===== config.mk =====
export PLATFORM = sky130hd
export DESIGN_NAME = cmem_arbiter
export DESIGN_NICKNAME = d
export VERILOG_FILES = /design/src/rtl/cmem_arbiter.sv
export SDC_FILE = /design/constraint.sdc
export NUM_CORES = 1
export LEC_CHECK = 0
export CAP_MARGIN = 0
export CORE_ASPECT_RATIO = 1.75
export CORE_MARGIN = 2
export CORE_UTILIZATION = 60
export DETAILED_ROUTE_END_ITERATION = 7
export PLACE_DENSITY = 0.81
export SKIP_LAST_GASP = 1
export SLEW_MARGIN = 25
export SYNTH_ARGS = -nofsm -noshare
export SYNTH_HDL_FRONTEND = slang
export SYNTH_SLANG_ARGS = --single-unit

===== constraint.sdc =====
create_clock -name clk200 -period 2.6 [get_ports clk200]
set_clock_uncertainty 0.1 [all_clocks]
set_input_delay 0.52 -clock clk200 [delete_from_list [all_inputs] [get_ports clk200]]
set_output_delay 0.52 -clock clk200 [all_outputs]
set_load 0.01 [all_outputs]

===== src/rtl/cmem_arbiter.sv =====
// Shared 16x4 communication memory between the Amiga clock port and the Pi side,
// plus event/interrupt registers. Optional macro CMEM_PI_IRQ_MASK_EN adds a Pi-side irq mask at 0xD.
module cmem_arbiter #(
    parameter logic [3:0] A2R_ADDR  = 4'hC,
    parameter logic [3:0] R2A_ADDR  = 4'hE,
    parameter logic [3:0] AEN_ADDR  = 4'hF,
    parameter logic [3:0] AEN_RESET = 4'h0
) (
    input  logic       clk200,
    input  logic       reset_n,
    input  logic       cp_read_cmem,
    input  logic       cp_write_cmem,
    input  logic [3:0] cp_address,
    input  logic [3:0] cp_data_out,
    output logic [3:0] cp_in_cmem_out,
    input  logic       pi_req,
    output logic       pi_ack,
    input  logic       pi_write,
    input  logic [3:0] pi_address,
    input  logic [3:0] pi_wdata,
    output logic [3:0] pi_rdata,
    output logic       int_to_pi,
    output logic       int_to_amiga
);

    typedef enum logic [1:0] {
        IDLE      = 2'd0,
        PI_ACCESS = 2'd1
    } state_t;

    localparam logic [3:0] LAST_PLAIN = 4'hB;

    state_t     state;
    logic [3:0] mem [0:15];
    logic [3:0] ev_a2r;
    logic [3:0] ev_r2a;
    logic [3:0] aen;
    logic [3:0] cp_rd;
    logic [3:0] pi_rd;
    logic       cp_strobe;
    logic       irq_pi_next;

`ifdef CMEM_PI_IRQ_MASK_EN
    localparam logic [3:0] MSK_ADDR = 4'hD;
    logic [3:0] pi_mask;
    assign irq_pi_next = |(ev_a2r & pi_mask);
`else
    assign irq_pi_next = |ev_a2r;
`endif

    assign cp_strobe = cp_read_cmem | cp_write_cmem;

    always_comb begin
        cp_rd = '0;
        if (cp_address <= LAST_PLAIN)     cp_rd = mem[cp_address];
        else if (cp_address == A2R_ADDR)  cp_rd = ev_a2r;
        else if (cp_address == R2A_ADDR)  cp_rd = ev_r2a;
        else if (cp_address == AEN_ADDR)  cp_rd = aen;
    end

    always_comb begin
        pi_rd = '0;
        if (pi_address <= LAST_PLAIN)     pi_rd = mem[pi_address];
        else if (pi_address == A2R_ADDR)  pi_rd = ev_a2r;
        else if (pi_address == R2A_ADDR)  pi_rd = ev_r2a;
        else if (pi_address == AEN_ADDR)  pi_rd = aen;
`ifdef CMEM_PI_IRQ_MASK_EN
        else if (pi_address == MSK_ADDR)  pi_rd = pi_mask;
`endif
    end

    always_ff @(posedge clk200 or negedge reset_n) begin
        if (!reset_n) begin
            for (int i = 0; i < 16; i++) mem[i] <= '0;
            ev_a2r         <= '0;
            ev_r2a         <= '0;
            aen            <= AEN_RESET;
            cp_in_cmem_out <= '0;
            pi_rdata       <= '0;
            pi_ack         <= 1'b0;
            int_to_pi      <= 1'b0;
            int_to_amiga   <= 1'b0;
            state          <= IDLE;
`ifdef CMEM_PI_IRQ_MASK_EN
            pi_mask        <= 4'hF;
`endif
        end else begin
            int_to_pi    <= irq_pi_next;
            int_to_amiga <= |(ev_r2a & aen);

            // Clock port is serviced unconditionally; write beats a simultaneous read.
            if (cp_write_cmem) begin
                if (cp_address <= LAST_PLAIN)    mem[cp_address] <= cp_data_out;
                else if (cp_address == A2R_ADDR) ev_a2r <= ev_a2r | cp_data_out;
                else if (cp_address == R2A_ADDR) ev_r2a <= ev_r2a & ~cp_data_out;
                else if (cp_address == AEN_ADDR) aen <= cp_data_out;
            end else if (cp_read_cmem) begin
                cp_in_cmem_out <= cp_rd;
            end

            // Pi access only runs in a cycle with no cp strobe, so the two never collide.
            case (state)
                IDLE: begin
                    if (pi_req != pi_ack) state <= PI_ACCESS;
                end
                PI_ACCESS: begin
                    if (!cp_strobe) begin
                        if (pi_write) begin
                            if (pi_address <= LAST_PLAIN)    mem[pi_address] <= pi_wdata;
                            else if (pi_address == A2R_ADDR) ev_a2r <= ev_a2r & ~pi_wdata;
                            else if (pi_address == R2A_ADDR) ev_r2a <= ev_r2a | pi_wdata;
`ifdef CMEM_PI_IRQ_MASK_EN
                            else if (pi_address == MSK_ADDR) pi_mask <= pi_wdata;
`endif
                        end else begin
                            pi_rdata <= pi_rd;
                        end
                        pi_ack <= ~pi_ack;
                        state  <= IDLE;
                    end
                end
                default: state <= IDLE;
            endcase
        end
    end

endmodule


==> impl_metrics.json <==
{
  "synth_area_um2": 4499,
  "syn_inst": 437,
  "rows": 41,
  "worst-slew-pin-transition_ps": 826.1,
  "worstPathMaxFanout": 8,
  "grt_antenna_before_repair": 0,
  "global_route.overflow_total": 0,
  "gp_routability_congestion": 0.9898,
  "worst_r2r_endpoint": "mem[51]",
  "path_category_of_the_worst_min_delay_check": "reg2reg",
  "drcViolationCount": 0,
  "core-area_um2": 7233,
  "whs_endpoint": "pi_rdata[2]",
  "dr.pass1.iters": 5,
  "setup.worst_path.end_class": "flop",
  "number_of_h_tree_levels": 3,
  "synth.avg_cell_area_um2": 10.30,
  "setup.reg_to_reg.worst_slack_ps": 600,
  "cts.clk_slew.worst_paths_ps": 50,
  "top_level_ports": 33,
  "clock.fmax_ghz": 0.4249,
  "worstPathRequired_ps": 2720,
  "cellPowerDensity_nw_per_um2": 760.1,
  "design.final.nets": 515,
  "design.die.area_um2": 8235,
  "wire_per_inst_um": 22.33,
  "cts_buffers": 9,
  "finalMaxSlewViolations": 0,
  "drt-total-wl_mm": 13.04,
  "post_cts.resized_instances": 0,
  "power.static_leakage_nw": 2.331,
  "yosys_warnings": 0,
  "final_core_utilization": 0.7516,
  "post-dp-hpwl_mm": 9.805,
  "clkSinkCount": 72,
  "timing.slew.headroom": 0.4475,
  "routed_via_density": 6.521,
  "final_layout_size_suffix_gt1_frac": 0.2229,
  "first_pass_grt_wire_length_mm": 20.92,
  "finalCritPeriodShare": 0.9052,
  "post-route-min-period_ps": 2353,
  "finalSetupViolations": 0,
  "layout_cells_excl_fill": 584,
  "grt_pass1_vias": 3894,
  "regToRegStartpoint": "state[0]",
  "final-hold-violation-count": 0,
  "worst_path_arrival_ps": 2480,
  "dp.cells": 567,
  "overall_die_height_um": 118.6,
  "first_iter_violations": 271,
  "dr_total_vias": 3808,
  "start_util": 0.6220,
  "ir_worst_vdd_uv": 553.5,
  "floorplan.die.width_um": 69.46,
  "worstHoldPathCells": 1,
  "cp-start-kind": "input port",
  "timing.reg2reg.worst_path_depth": 4,
  "cts.hold.buffers_added": 1,
  "largest_net_degree_at_the_start_of_global_routing": 39,
  "synth.net_count": 459,
  "clkLatencyLatePin_ps": 340,
  "worstHoldStart": "pi_rdata[2]",
  "n_antenna_cell": 0,
  "cts_tree": "built",
  "setup.worst_path.class": "in2reg",
  "status": "finished, final reports clean",
  "sequential_fraction_of_the_synthesis_area": 0.4004,
  "grt_setup_unrepaired": "no",
  "drv.max_cap_violation_count": 0,
  "portBuffers": 32,
  "global_router_s_overall_resource_usage": 0.3344,
  "ctsRootBufferMaster": "sky130_fd_sc_hd__clkbuf_16",
  "ctsLongestPathBuffers": 2,
  "synthesis_stage_register_bit_count": 72,
  "postCtsSetupBuffers": 0,
  "detail-route-antenna-nets": 0,
  "area_growth_pct": 20.83,
  "synth_cell_types": 41
}
layout make-up:
| class | instances | area (µm²) |
|---|---|---|
| sequential | 72 | 1802 |
| tap | 86 | 107.6 |
| fill | 502 | 1797 |
| inverter | 1 | 3.754 |
| clock inverter | 3 | 15.01 |
| clock buffer | 13 | 270.3 |
| timing repair buffer | 78 | 700.7 |
| multi-input combinational | 331 | 2537 |
critical path, stage by stage:
cell	delay, ps
sky130_fd_sc_hd__clkdlybuf4s50_1	580
sky130_fd_sc_hd__buf_4	250
sky130_fd_sc_hd__inv_1	180
sky130_fd_sc_hd__nand3_1	210
sky130_fd_sc_hd__nor2_1	220
sky130_fd_sc_hd__buf_4	180
sky130_fd_sc_hd__mux2i_1	250
sky130_fd_sc_hd__a21oi_2	90
metal layers:
layer	vias to the layer above	part of all wire	track usage
met4	0	0.048	0.1728
met1	1869	0.37	0.3980
met5	-	0	0
met3	49	0.058	0.06820
met2	170	0.52	0.5649
li1	1720	-	-
metrics by stage:
stage	cell area [µm²]	setup TNS, ps	power [mW]	hold WS [ps]	setup WS, ps
finish	5436	0	4.132	373.5	246.5
global route	5436	0	4.319	406.4	172.3
global placement	5141	-101.5	2.889	316.0	-54.02
detailed placement	5141	-337.1	2.962	317.9	-64.09
CTS	5436	0	4.131	379.2	295.5
floorplan	4499	0	2.426	124.4	595.0
flip-flops by register name, indices dropped and copies added (netlist names):
name	count
aen	4
cp_in_cmem_out	4
ev_a2r	4
ev_r2a	4
int_to_amiga	1
int_to_pi	1
mem	48
pi_ack	1
pi_rdata	4
state	1
layout by cell type, fill, tap and decap left out, drive strengths merged, types with 13 or more instances in the layout:
master and n:
mux2i 73, dfrtp 72, nor2 49, buf 46
a21oi 43, o21ai 31, clkdlybuf4s50 31, nand2 28
mux4 15, clkbuf 13
logic make-up after synthesis:
group | count (synthesis) | share of synthesized area
AO/OA/AOI/OAI | 105 | 0.1438
buffers and inverters | 34 | 0.03559
flip-flops | 72 | 0.4004
XOR/XNOR | 2 | 0.003894
AND/OR/NAND/NOR | 125 | 0.1513
multiplexers | 99 | 0.2650
how the worst max path moves through the flow:
| stage | start | depth (start not counted) | endpoint | slack (ps) |
|---|---|---|---|---|
| 2_1_floorplan | pi_address[0] | 6 | pi_rdata[2] | 590 |
| 3_3_place_gp | pi_address[0] | 7 | pi_rdata[1] | -50 |
| 3_5_place_dp | cp_address[1] | 8 | mem[25] | -60 |
| 4_1_cts | cp_address[1] | 8 | mem[25] | 300 |
| 5_1_grt | cp_address[1] | 7 | mem[57] | 170 |
| 6_report | cp_address[1] | 8 | mem[25] | 250 |
cell usage after synthesis:
cell                        number  area (µm²)
sky130_fd_sc_hd__mux2i_1        73       730.7
sky130_fd_sc_hd__nor4b_2         1       15.01
sky130_fd_sc_hd__nor2_4          2       22.52
sky130_fd_sc_hd__or4b_1          2       20.02
sky130_fd_sc_hd__nor2_2          8       50.05
sky130_fd_sc_hd__nand3b_1        5       37.54
sky130_fd_sc_hd__nor3_2          1       10.01
sky130_fd_sc_hd__nand3_1         9       45.04
sky130_fd_sc_hd__clkbuf_1       17       63.81
sky130_fd_sc_hd__nand2b_1        5       31.28
sky130_fd_sc_hd__or3b_4          1       11.26
sky130_fd_sc_hd__a22o_1          4       35.03
sky130_fd_sc_hd__nor2_1         39       146.4
sky130_fd_sc_hd__buf_2           8       40.04
sky130_fd_sc_hd__nor3_1          1       5.000
sky130_fd_sc_hd__nand2_1        28       105.1
sky130_fd_sc_hd__nor2b_1         5       31.28
sky130_fd_sc_hd__a22oi_1         5       37.54
sky130_fd_sc_hd__nand4b_2        2       30.03
sky130_fd_sc_hd__a211oi_1        8       60.06
sky130_fd_sc_hd__xor2_1          2       17.52
sky130_fd_sc_hd__mux4_2         15       337.8
sky130_fd_sc_hd__o21a_1          3       22.52
sky130_fd_sc_hd__o21ai_0        31       155.2
sky130_fd_sc_hd__nor3b_2         1       12.51
sky130_fd_sc_hd__nor3b_1         8       60.06
sky130_fd_sc_hd__buf_4           6       45.04
sky130_fd_sc_hd__inv_1           1       3.750
sky130_fd_sc_hd__a21o_1          4       30.03
sky130_fd_sc_hd__and4_1          1       8.760
sky130_fd_sc_hd__dfrtp_1        72        1802
sky130_fd_sc_hd__and3_1          1       6.260
sky130_fd_sc_hd__or4_1           1       7.510
sky130_fd_sc_hd__o221ai_1        6       52.55
sky130_fd_sc_hd__a21oi_1        35       175.2
sky130_fd_sc_hd__a21oi_2         8       70.07
sky130_fd_sc_hd__nand4_1         1       6.260
sky130_fd_sc_hd__mux2_2         11       123.9
sky130_fd_sc_hd__or3_1           3       18.77
sky130_fd_sc_hd__o2bb2ai_1       1       8.760
sky130_fd_sc_hd__buf_1           2       7.510
report_power, final:
part | leakage, nW | internal (mW) | total, mW | switching [mW]
clock | 0.145 | 0.718 | 1.17 | 0.450
sequential | 0.874 | 1.46 | 1.80 | 0.340
combinational | 1.31 | 0.644 | 1.17 | 0.523
total | 2.33 | 2.82 | 4.13 | 1.31
Power figures use the tool's default switching activity.
